--- config.mk ---
export PLATFORM = sky130hd
export DESIGN_NAME = psr_bank_flat
export DESIGN_NICKNAME = d
export VERILOG_FILES = /design/src/rtl/psr_pkg.sv /design/src/rtl/psr_bank_if.sv /design/src/rtl/psr_mode_decode.sv /design/src/rtl/psr_bank.sv /design/src/flat_wrapper.sv
export SDC_FILE = /design/constraint.sdc
export NUM_CORES = 1
export LEC_CHECK = 0
export BUFFER_PORTS_ARGS = -buffer_cell sky130_fd_sc_hd__buf_2
export CAP_MARGIN = 30
export CORE_ASPECT_RATIO = 1.75
export CORE_MARGIN = 5
export CORE_UTILIZATION = 55
export CTS_BUF_LIST = sky130_fd_sc_hd__clkbuf_16
export DETAILED_ROUTE_END_ITERATION = 8
export PLACE_DENSITY = 0.89
export SETUP_SLACK_MARGIN = 0.5
export SLEW_MARGIN = 20
export SYNTH_ARGS = -nofsm -noshare
export SYNTH_HDL_FRONTEND = slang
export SYNTH_SLANG_ARGS = --single-unit
--- constraint.sdc ---
create_clock -name clk -period 6.39 [get_ports clk]
set_input_delay 0.9585 -clock clk [delete_from_list [all_inputs] [get_ports clk]]
set_output_delay 0.9585 -clock clk [all_outputs]
set_load 0.1 [all_outputs]
--- src/rtl/psr_pkg.sv ---
// psr_pkg: mode encodings, PSR field positions and mode helpers.
// Optional Thumb state storage is enabled by defining PSR_THUMB_EN.
package psr_pkg;

    localparam logic [4:0] MODE_USR = 5'b10000;
    localparam logic [4:0] MODE_FIQ = 5'b10001;
    localparam logic [4:0] MODE_IRQ = 5'b10010;
    localparam logic [4:0] MODE_SVC = 5'b10011;
    localparam logic [4:0] MODE_ABT = 5'b10111;
    localparam logic [4:0] MODE_UND = 5'b11011;
    localparam logic [4:0] MODE_SYS = 5'b11111;

    localparam int N_BIT = 31;
    localparam int Z_BIT = 30;
    localparam int C_BIT = 29;
    localparam int V_BIT = 28;
    localparam int I_BIT = 7;
    localparam int F_BIT = 6;
    localparam int T_BIT = 5;
    localparam int M_MSB = 4;
    localparam int M_LSB = 0;

    localparam int MASK_F = 3;
    localparam int MASK_S = 2;
    localparam int MASK_X = 1;
    localparam int MASK_C = 0;

    localparam int NUM_BANKS = 5;

`ifdef PSR_THUMB_EN
    localparam logic [31:0] PSR_KEEP = 32'hF000_00FF;
`else
    localparam logic [31:0] PSR_KEEP = 32'hF000_00DF;
`endif

    function automatic logic is_banked_mode(input logic [4:0] m);
        return (m == MODE_FIQ) || (m == MODE_IRQ) || (m == MODE_SVC) ||
               (m == MODE_ABT) || (m == MODE_UND);
    endfunction

    function automatic logic is_legal_mode(input logic [4:0] m);
        return is_banked_mode(m) || (m == MODE_USR) || (m == MODE_SYS);
    endfunction

    function automatic logic [2:0] mode_to_bank(input logic [4:0] m);
        logic [2:0] b;
        b = 3'd0;
        unique case (m)
            MODE_FIQ: b = 3'd0;
            MODE_IRQ: b = 3'd1;
            MODE_SVC: b = 3'd2;
            MODE_ABT: b = 3'd3;
            MODE_UND: b = 3'd4;
            default:  b = 3'd0;
        endcase
        return b;
    endfunction

    // Drops reserved bits (and T when Thumb is not built in).
    function automatic logic [31:0] psr_clean(input logic [31:0] v);
        return v & PSR_KEEP;
    endfunction

endpackage

--- src/rtl/psr_bank_if.sv ---
// psr_bank_if: request and status bundle between pipeline and PSR bank.
// master drives requests, slave is the PSR bank.
interface psr_bank_if;
    logic        en;
    logic        i_nzcv_flag;
    logic [3:0]  i_nzcv_alu;
    logic        i_msr_valid;
    logic        i_msr_spsr;
    logic [3:0]  i_msr_mask;
    logic [31:0] i_msr_data;
    logic        i_exc_valid;
    logic [4:0]  i_exc_mode;
    logic        i_ret_valid;
    logic [31:0] o_cpsr;
    logic [31:0] o_cpsr_next;
    logic [31:0] o_spsr;
    logic [4:0]  o_mode;
    logic        o_privileged;
    logic        o_mode_err;

    modport master (
        output en, i_nzcv_flag, i_nzcv_alu, i_msr_valid, i_msr_spsr,
        output i_msr_mask, i_msr_data, i_exc_valid, i_exc_mode, i_ret_valid,
        input  o_cpsr, o_cpsr_next, o_spsr, o_mode, o_privileged, o_mode_err
    );

    modport slave (
        input  en, i_nzcv_flag, i_nzcv_alu, i_msr_valid, i_msr_spsr,
        input  i_msr_mask, i_msr_data, i_exc_valid, i_exc_mode, i_ret_valid,
        output o_cpsr, o_cpsr_next, o_spsr, o_mode, o_privileged, o_mode_err
    );
endinterface

--- src/rtl/psr_mode_decode.sv ---
// psr_mode_decode: classifies a 5-bit mode field.
// Pure combinational; bank index is 0 for non-banked modes.
module psr_mode_decode
    import psr_pkg::*;
(
    input  logic [4:0] mode,
    output logic       legal,
    output logic       banked,
    output logic [2:0] bank_idx,
    output logic       privileged
);

    assign legal      = is_legal_mode(mode);
    assign banked     = is_banked_mode(mode);
    assign bank_idx   = mode_to_bank(mode);
    assign privileged = (mode != MODE_USR);

endmodule

--- src/rtl/psr_bank.sv ---
// psr_bank: CPSR plus five banked SPSRs with exception entry/return.
// Define PSR_THUMB_EN to store the T bit; otherwise T reads 0.
module psr_bank
    import psr_pkg::*;
#(
    parameter logic [4:0]  RESET_MODE = 5'b10011,
    parameter logic [1:0]  RESET_IF   = 2'b11,
    parameter logic [31:0] SPSR_RESET = 32'h0000_0000
) (
    input logic        clk,
    input logic        rst_n,
    psr_bank_if.slave  bus
);

    logic [31:0] cpsr;
    logic [31:0] spsr [NUM_BANKS];
    logic        mode_err;

    logic        cur_legal, cur_banked, cur_priv;
    logic [2:0]  cur_bank;
    logic        tgt_legal, tgt_banked, tgt_priv;
    logic [2:0]  tgt_bank;
    logic [4:0]  tgt_mode;
    logic [31:0] spsr_cur;

    logic [31:0] cpsr_n;
    logic        spsr_we;
    logic [2:0]  spsr_idx;
    logic [31:0] spsr_wd;
    logic        err_n;

    psr_mode_decode u_cur (
        .mode       (cpsr[M_MSB:M_LSB]),
        .legal      (cur_legal),
        .banked     (cur_banked),
        .bank_idx   (cur_bank),
        .privileged (cur_priv)
    );

    psr_mode_decode u_tgt (
        .mode       (tgt_mode),
        .legal      (tgt_legal),
        .banked     (tgt_banked),
        .bank_idx   (tgt_bank),
        .privileged (tgt_priv)
    );

    assign spsr_cur = cur_banked ? spsr[cur_bank] : 32'h0;

    // Second decoder looks at whichever mode the winning request installs.
    always_comb begin
        tgt_mode = bus.i_msr_data[M_MSB:M_LSB];
        if (bus.i_exc_valid)
            tgt_mode = bus.i_exc_mode;
        else if (bus.i_ret_valid)
            tgt_mode = spsr_cur[M_MSB:M_LSB];
    end

    // Next-state: one winner per cycle, exc > ret > msr > nzcv.
    always_comb begin
        cpsr_n   = cpsr;
        spsr_we  = 1'b0;
        spsr_idx = cur_bank;
        spsr_wd  = spsr_cur;
        err_n    = 1'b0;
        if (bus.i_exc_valid) begin
            if (tgt_banked) begin
                spsr_we  = 1'b1;
                spsr_idx = tgt_bank;
                spsr_wd  = cpsr;
                cpsr_n[M_MSB:M_LSB] = bus.i_exc_mode;
                cpsr_n[I_BIT] = 1'b1;
                cpsr_n[T_BIT] = 1'b0;
                if (bus.i_exc_mode == MODE_FIQ)
                    cpsr_n[F_BIT] = 1'b1;
            end else begin
                err_n = 1'b1;
            end
        end else if (bus.i_ret_valid) begin
            if (cur_banked) begin
                cpsr_n = spsr_cur;
                if (!tgt_legal) begin
                    cpsr_n[M_MSB:M_LSB] = cpsr[M_MSB:M_LSB];
                    err_n = 1'b1;
                end
            end else begin
                err_n = 1'b1;
            end
        end else if (bus.i_msr_valid) begin
            if (bus.i_msr_spsr) begin
                if (cur_banked) begin
                    spsr_we = 1'b1;
                    if (bus.i_msr_mask[MASK_F])
                        spsr_wd[31:28] = bus.i_msr_data[31:28];
                    if (bus.i_msr_mask[MASK_C])
                        spsr_wd[7:0] = bus.i_msr_data[7:0];
                end else begin
                    err_n = 1'b1;
                end
            end else begin
                if (bus.i_msr_mask[MASK_F])
                    cpsr_n[31:28] = bus.i_msr_data[31:28];
                if (bus.i_msr_mask[MASK_C] && cur_priv) begin
                    cpsr_n[7:5] = bus.i_msr_data[7:5];
                    if (tgt_legal)
                        cpsr_n[M_MSB:M_LSB] = tgt_mode;
                    else
                        err_n = 1'b1;
                end
            end
        end else if (bus.i_nzcv_flag) begin
            cpsr_n[31:28] = bus.i_nzcv_alu;
        end
        cpsr_n  = psr_clean(cpsr_n);
        spsr_wd = psr_clean(spsr_wd);
    end

    // State registers: synchronous reset, update only on pipeline advance.
    always_ff @(posedge clk) begin
        if (!rst_n) begin
            cpsr     <= {4'b0, 20'b0, RESET_IF, 1'b0, RESET_MODE};
            mode_err <= 1'b0;
            for (int i = 0; i < NUM_BANKS; i++)
                spsr[i] <= psr_clean(SPSR_RESET);
        end else if (bus.en) begin
            cpsr     <= cpsr_n;
            mode_err <= err_n;
            if (spsr_we)
                spsr[spsr_idx] <= spsr_wd;
        end else begin
            mode_err <= 1'b0;
        end
    end

    assign bus.o_cpsr       = cpsr;
    assign bus.o_cpsr_next  = cpsr_n;
    assign bus.o_spsr       = spsr_cur;
    assign bus.o_mode       = cpsr[M_MSB:M_LSB];
    assign bus.o_privileged = cur_priv;
    assign bus.o_mode_err   = mode_err;

endmodule

--- src/flat_wrapper.sv ---
// flat-port wrapper written by rule: the top's interface ports become plain ports
module psr_bank_flat import psr_pkg::*;
#(
    parameter logic [4:0]  RESET_MODE = 5'b10011,
    parameter logic [1:0]  RESET_IF   = 2'b11,
    parameter logic [31:0] SPSR_RESET = 32'h0000_0000
)
  (clk, rst_n, bus_en, bus_i_nzcv_flag, bus_i_nzcv_alu, bus_i_msr_valid, bus_i_msr_spsr, bus_i_msr_mask, bus_i_msr_data, bus_i_exc_valid, bus_i_exc_mode, bus_i_ret_valid, bus_o_cpsr, bus_o_cpsr_next, bus_o_spsr, bus_o_mode, bus_o_privileged, bus_o_mode_err);
  psr_bank_if bus_i ();
  input logic clk;
  input logic rst_n;
  input wire logic [$bits(bus_i.en)-1:0] bus_en;
  input wire logic [$bits(bus_i.i_nzcv_flag)-1:0] bus_i_nzcv_flag;
  input wire logic [$bits(bus_i.i_nzcv_alu)-1:0] bus_i_nzcv_alu;
  input wire logic [$bits(bus_i.i_msr_valid)-1:0] bus_i_msr_valid;
  input wire logic [$bits(bus_i.i_msr_spsr)-1:0] bus_i_msr_spsr;
  input wire logic [$bits(bus_i.i_msr_mask)-1:0] bus_i_msr_mask;
  input wire logic [$bits(bus_i.i_msr_data)-1:0] bus_i_msr_data;
  input wire logic [$bits(bus_i.i_exc_valid)-1:0] bus_i_exc_valid;
  input wire logic [$bits(bus_i.i_exc_mode)-1:0] bus_i_exc_mode;
  input wire logic [$bits(bus_i.i_ret_valid)-1:0] bus_i_ret_valid;
  output wire logic [$bits(bus_i.o_cpsr)-1:0] bus_o_cpsr;
  output wire logic [$bits(bus_i.o_cpsr_next)-1:0] bus_o_cpsr_next;
  output wire logic [$bits(bus_i.o_spsr)-1:0] bus_o_spsr;
  output wire logic [$bits(bus_i.o_mode)-1:0] bus_o_mode;
  output wire logic [$bits(bus_i.o_privileged)-1:0] bus_o_privileged;
  output wire logic [$bits(bus_i.o_mode_err)-1:0] bus_o_mode_err;
  assign bus_i.en = bus_en;
  assign bus_i.i_nzcv_flag = bus_i_nzcv_flag;
  assign bus_i.i_nzcv_alu = bus_i_nzcv_alu;
  assign bus_i.i_msr_valid = bus_i_msr_valid;
  assign bus_i.i_msr_spsr = bus_i_msr_spsr;
  assign bus_i.i_msr_mask = bus_i_msr_mask;
  assign bus_i.i_msr_data = bus_i_msr_data;
  assign bus_i.i_exc_valid = bus_i_exc_valid;
  assign bus_i.i_exc_mode = bus_i_exc_mode;
  assign bus_i.i_ret_valid = bus_i_ret_valid;
  assign bus_o_cpsr = bus_i.o_cpsr;
  assign bus_o_cpsr_next = bus_i.o_cpsr_next;
  assign bus_o_spsr = bus_i.o_spsr;
  assign bus_o_mode = bus_i.o_mode;
  assign bus_o_privileged = bus_i.o_privileged;
  assign bus_o_mode_err = bus_i.o_mode_err;
  psr_bank #(.RESET_MODE(RESET_MODE), .RESET_IF(RESET_IF), .SPSR_RESET(SPSR_RESET)) u_core (.clk(clk), .rst_n(rst_n), .bus(bus_i));
endmodule
## After elaboration in Yosys (flattened, before gate mapping)

Memory sizes are Yosys's and may differ from the RTL's.
Cells that the tools add are included.

- Register bits after elaboration: 12
- Bits in latches: 0
- Memory bits (writable): 55
- Memory bits (read-only): 0
- Word-level logic and storage cells: 90
- Memories: 1

Memories:

| memory | depth | width | read ports | clocked after Yosys merged registers in | write ports | RTL line | source |
|---|---|---|---|---|---|---|---|
| u_core.spsr | 5 | 11 | 1 | 0 | 5 | psr_bank.sv:16 | `logic [31:0] spsr [NUM_BANKS];` |

- Add/subtract/negate cells: 0
- $mul: 0
- Divide/modulo/power cells: 0
- Magnitude comparators: 0
- Eq/ne operators: 14
- Shift operators: 0
- Mux-type cells: 60
- Bitwise logic cells: 0
- Reductions and logical operators: 13

Operators by type and width:

| operator | number |
|---|---|
| two-way mux 32 bit | 3 |
| two-way mux 8 bit | 12 |
| == test 5 bit, second input constant | 13 |
| two-way mux 4 bit | 11 |
| two-way mux 24 bit | 1 |
| case mux 3 bit (4 select lines) | 2 |
| two-way mux 1 bit | 22 |
| two-way mux 20 bit | 1 |
| two-way mux 5 bit | 4 |
| two-way mux 11 bit | 1 |
| OR reduction 11 bit | 1 |
| logical OR 1 bit | 10 |
| two-way mux 3 bit | 3 |
| != test 5 bit, second input constant | 1 |
| AND reduction 2 bit | 1 |
| logical AND 1 bit | 1 |

## Longest topological paths before layout

- Word-level depth: 21
- Depth in mapped cells: 14
- Mapped depth without buffers: 10

## Cells and area by module

Synthesis repeated with hierarchy kept, for this count alone.

- Cell total of the unflattened synthesis: 577
- Area total of the unflattened synthesis: 5963.2 µm²

By module, submodules not included:

| module | instances | cells each | area each (µm²) | sequential area each (µm²) |
|---|---|---|---|---|
| psr_bank | 1 | 549 | 5790.6 | 2882.8 |
| psr_mode_decode | 2 | 14 | 86.3 | 0.0 |

## Least setup slack after synthesis

Ideal clock, no wire load.

- Path kind: reg-to-output
- Start point: register u_core.cpsr[0], in the netlist u_core.bus.o_cpsr[0]
- End point: output bus_o_cpsr_next[0]
- Arrival time: 6.074 ns
- Data required time: 5.431 ns
- Setup slack: -0.643 ns
- Cell stages (with the launch flop): 12
- Path buffers: 2
- Cell sequence: dfxtp_1 -> buf_4 -> and4b_1 -> buf_4 -> o21ai_1 -> o22a_1 -> nor3_4 -> a21oi_1 -> a21boi_0 -> a22oi_1 -> and2_1 -> a211oi_1

- Word-level cells in the longest chain between the ends: 21
- Elaborated cells between the ends (all ways): 38

RTL lines:

| what | RTL line | source |
|---|---|---|
| start: declaration | psr_bank.sv:15 | `logic [31:0] cpsr;` |
| start signal: assignment | psr_bank.sv:121 | `cpsr <= {4'b0, 20'b0, RESET_IF, 1'b0, RESET_MODE};` |
| start signal: assignment | psr_bank.sv:126 | `cpsr <= cpsr_n;` |
| branches (longest 5 deep; another with memory read (5 x 11 bit)) | - |  |
| two-way mux 32 bit * | psr_bank.sv:48 | `assign spsr_cur = cur_banked ? spsr[cur_bank] : 32'h0;` |
| net bus_o_spsr[0] | flat_wrapper.sv:24 | `output wire logic [$bits(bus_i.o_spsr)-1:0] bus_o_spsr;` |
| two-way mux 5 bit | psr_bank.sv:55 | `else if (bus.i_ret_valid)` |
| two-way mux 5 bit | psr_bank.sv:53 | `if (bus.i_exc_valid)` |
| == test 5 bit | psr_pkg.sv:37 | `return (m == MODE_FIQ) \|\| (m == MODE_IRQ) \|\| (m == MODE_SVC) \|\|` |
| logical OR 1 bit (3 in a row) | psr_pkg.sv:37 |  |
| logical OR 1 bit | psr_pkg.sv:38 | `(m == MODE_ABT) \|\| (m == MODE_UND);` |
| logical OR 1 bit (2 in a row) | psr_pkg.sv:42 | `return is_banked_mode(m) \|\| (m == MODE_USR) \|\| (m == MODE_SYS);` |
| two-way mux 5 bit | psr_bank.sv:105 | `if (tgt_legal)` |
| two-way mux 8 bit | psr_bank.sv:103 | `if (bus.i_msr_mask[MASK_C] && cur_priv) begin` |
| two-way mux 8 bit | psr_bank.sv:90 | `if (bus.i_msr_spsr) begin` |
| two-way mux 8 bit | psr_bank.sv:89 | `end else if (bus.i_msr_valid) begin` |
| two-way mux 8 bit | psr_bank.sv:79 | `end else if (bus.i_ret_valid) begin` |
| two-way mux 8 bit * | psr_bank.sv:66 | `if (bus.i_exc_valid) begin` |
| end: declaration | flat_wrapper.sv:23 | `output wire logic [$bits(bus_i.o_cpsr_next)-1:0] bus_o_cpsr_next;` |

Mark *: on every way through the listed nets, which the timed path passes.

## Worst setup path after layout

- Start point: register u_core.cpsr[0], in the netlist u_core.bus.o_cpsr[0]
- End point: output bus_o_cpsr_next[0]

- Word-level cells in the longest chain between the ends: 21
- Elaborated cells between the ends (all ways): 38

RTL lines:

| what | RTL line |
|---|---|
| branches (longest 20 deep; another with memory read (5 x 11 bit)) | - |
| two-way mux 8 bit * | psr_bank.sv:66 |

Mark *: on every way between the ends.

==> flow_metrics.env <==
export IMPL_power_frac_comb_pct=46.2
export IMPL_io_pins=156
export IMPL_ys_top_cells_by_count="buf_4 (73), edfxtp_1 (55), nor2_1 (49)"
export IMPL_drc=0
export IMPL_avgSynthCellArea_um2=8.98
export IMPL_ys_flop_type="edfxtp_1"
export IMPL_num_vias=4894
export IMPL_port_buffers=69
export IMPL_nNetsFinal=694
export IMPL_die_h_um=140
export IMPL_tritoncts="built"
export IMPL_drt_antenna_violating_nets=0
export IMPL_multiInputGateArea_mm2=0.00287
export IMPL_power_density_mw_per_mm2=341
export IMPL_first_pass_iters=5
export IMPL_fillCellCount=836
export IMPL_core_area_mm2=0.00941
export IMPL_detailed_place_hpwl_mm=12.5
export IMPL_fin_crit_sh_pct=86.9
export IMPL_numCtsBuffers=9
export IMPL_drv_cap=0
export IMPL_path_clk_slew_ns=0.06
export IMPL_switching_power_mw=0.967
export IMPL_track_usage_pct=28.1
export IMPL_hold_slack_ns=0.551
export IMPL_std_cell_rows=47
export IMPL_h_tree_depth=3
export IMPL_cp_arrival_ns=4.59
export IMPL_yosys_top_cells_area="edfxtp_1 (31%), buf_4 (10%), dfxtp_1 (4.5%)"
export IMPL_grt_pass1_vias=4944
export IMPL_fmax_ghz=0.180
export IMPL_synth_ff_latch_count=67
export IMPL_gp_congestion=0.995
export IMPL_drt_total_wl_mm=16.6
export IMPL_post_drt_wl_per_cell_um=21.6
export IMPL_clock_root_buffer="clkbuf_16"
export IMPL_ys_types=75
export IMPL_cts_resized_gates=0
export IMPL_dr_first_iter_drc_count=427
export IMPL_syn_instance_count=588
export IMPL_cts_buffer_depth=2
export IMPL_die_w_um=84.1
export IMPL_antenna_cells=0
export IMPL_grt_setup_unrepaired="false"
export IMPL_ir_worst_vdd_mv=0.247
export IMPL_clkLatencyLatePin_ns=0.34
export IMPL_p_leak_nw=2.34
export IMPL_cp_max_fo=22
export IMPL_required_ns=5.43
export IMPL_setup_violations=0
export IMPL_p_sw_share_pct=48.9
export IMPL_clock_sinks=67
export IMPL_hold_violations=0
export IMPL_status="finished, final reports clean"
export IMPL_grt_max_degree=39
export IMPL_post_cts_buffers=0
export IMPL_start_util_pct=56.1
export IMPL_vias_per_cell=6.37
export IMPL_grt_overflow=0
export IMPL_dieArea_mm2=0.0117
export IMPL_area_growth_pct=9.59
export IMPL_setup_tns_ns=0
export IMPL_place_ws_ns=1.24
export IMPL_antenna_found_initial=0
export IMPL_drive_gt1_share_pct=23.1
export IMPL_finalClockSkew_ns=0.00628
export IMPL_ff_latch_area_mm2=0.00190
export IMPL_final_core_util_pct=61.5
export IMPL_synth_most_common_cell="buf_4"
export IMPL_slew_viol_final=0
export IMPL_synth_edf_count=55
export IMPL_worstSetupPathType="reg2out"
export IMPL_seqPwrFrac_pct=26.1
export IMPL_endpoint_kind="primary output"
export IMPL_worst_setup_path_start_kind="flop"
export IMPL_synthArstFlopShare_pct=0
export IMPL_hp_class="reg2reg"
export IMPL_post_route_min_period_ns=5.55
export IMPL_yosys_warnings=0
export IMPL_grt_pass1_wl_mm=26.1
export IMPL_fin_ws_ns=0.838
export IMPL_clockPowerShare_pct=27.8
export IMPL_syn_cell_area_mm2=0.00528
export IMPL_ctsHoldBuffers=0
export IMPL_yosysSeqAreaShare_pct=35.8
export IMPL_slew_headroom_pct=42.4
export IMPL_yosys_area_top_type_share_pct=31.3
export IMPL_tightest_slew_ns=0.862
export IMPL_yosys_area_top_type="edfxtp_1"
export IMPL_p_int_mw=1.01
layout make-up:
cell class,instances,area share [%]
inverter,14,0.908
tap,122,2.64
clock buffer,9,3.89
sequential,67,32.8
timing repair buffer,88,8.39
multi-input combinational,461,49.6
clock inverter,7,1.84
state kept, by name, indices dropped and copies added (netlist names):
register,count
u_core.bus.o_cpsr,11
u_core.spsr,55
u_core.bus.o_mode_err,1
logic make-up after synthesis:
family          after synthesis  share of synthesized area, %
compound gates              178                          25.7
buf+inv                     122                          14.6
flops                        67                          35.8
mux                          17                          3.24
other cells                   1                        0.0710
simple gates                203                          20.6
placed cells by master, fill, tap and decap left out, types with 9 or more instances in the layout:
master / Yosys / layout
buf_2: 13 / 70
conb_1: 1 / 63
edfxtp_1: 55 / 55
nor2_1: 49 / 49
nand2_1: 34 / 34
nor3_1: 30 / 30
o21ai_0: 29 / 27
a211oi_1: 27 / 26
a21oi_1: 22 / 22
buf_4: 73 / 18
mux2i_1: 16 / 16
nand3_1: 15 / 15
inv_1: 13 / 13
and2_1: 13 / 13
nor3_2: 11 / 11
nand2b_1: 10 / 10
o211ai_1: 10 / 10
clkbuf_16: 0 / 9
final timing paths:
| check | start | to | slack (ns) | cells after the start |
|---|---|---|---|---|
| worst min-delay path | u_core.bus.o_cpsr[6] | u_core.bus.o_cpsr[6] | 0.55 | 2 |
| worst max register to register | u_core.bus.o_cpsr[0] | u_core.spsr[1][4] | 1.64 | 11 |
| worst min register to register | u_core.bus.o_cpsr[6] | u_core.bus.o_cpsr[6] | 0.55 | 2 |
| worst max-delay path | u_core.bus.o_cpsr[0] | bus_o_cpsr_next[0] | 0.84 | 10 |
per-layer routing:
layer	share of wire, %	GRT usage, %
met1	34	28.7
met2	52	49.8
met3	7.2	4.91
met4	7.1	21.7
met5	0	0
power by group through the flow:
| stage | combinational [mW] | sequential (mW) | clock (mW) |
|---|---|---|---|
| after floorplan | 0.758 | 0.553 | 0 |
| after global placement | 0.891 | 0.522 | 0 |
| after detailed placement | 0.900 | 0.523 | 0 |
| after CTS | 0.902 | 0.514 | 0.551 |
| after global routing | 0.950 | 0.518 | 0.570 |
| final | 0.913 | 0.515 | 0.549 |
worst max-delay path, cell delays in order (launching register included):
cell and delay, ns:
dfxtp_2 0.57, and4b_1 0.77, o21ai_1 0.14, o22a_1 0.25, nor3_4 0.43, a21oi_1 0.31
a21boi_0 0.74, a22oi_1 0.23, and2_1 0.21, a211oi_2 0.13, buf_2 0.46
stage by stage:
| step | power (mW) | cells | area [µm²] |
|---|---|---|---|
| after global placement | 1.41 | 749 | 5440 |
| final | 1.98 | 768 | 5790 |
| after CTS | 1.97 | 766 | 5780 |
| after detailed placement | 1.42 | 750 | 5450 |
| after global routing | 2.04 | 768 | 5790 |
| after floorplan | 1.31 | 650 | 5540 |
Note: power is estimated with default switching activity, not from simulation.
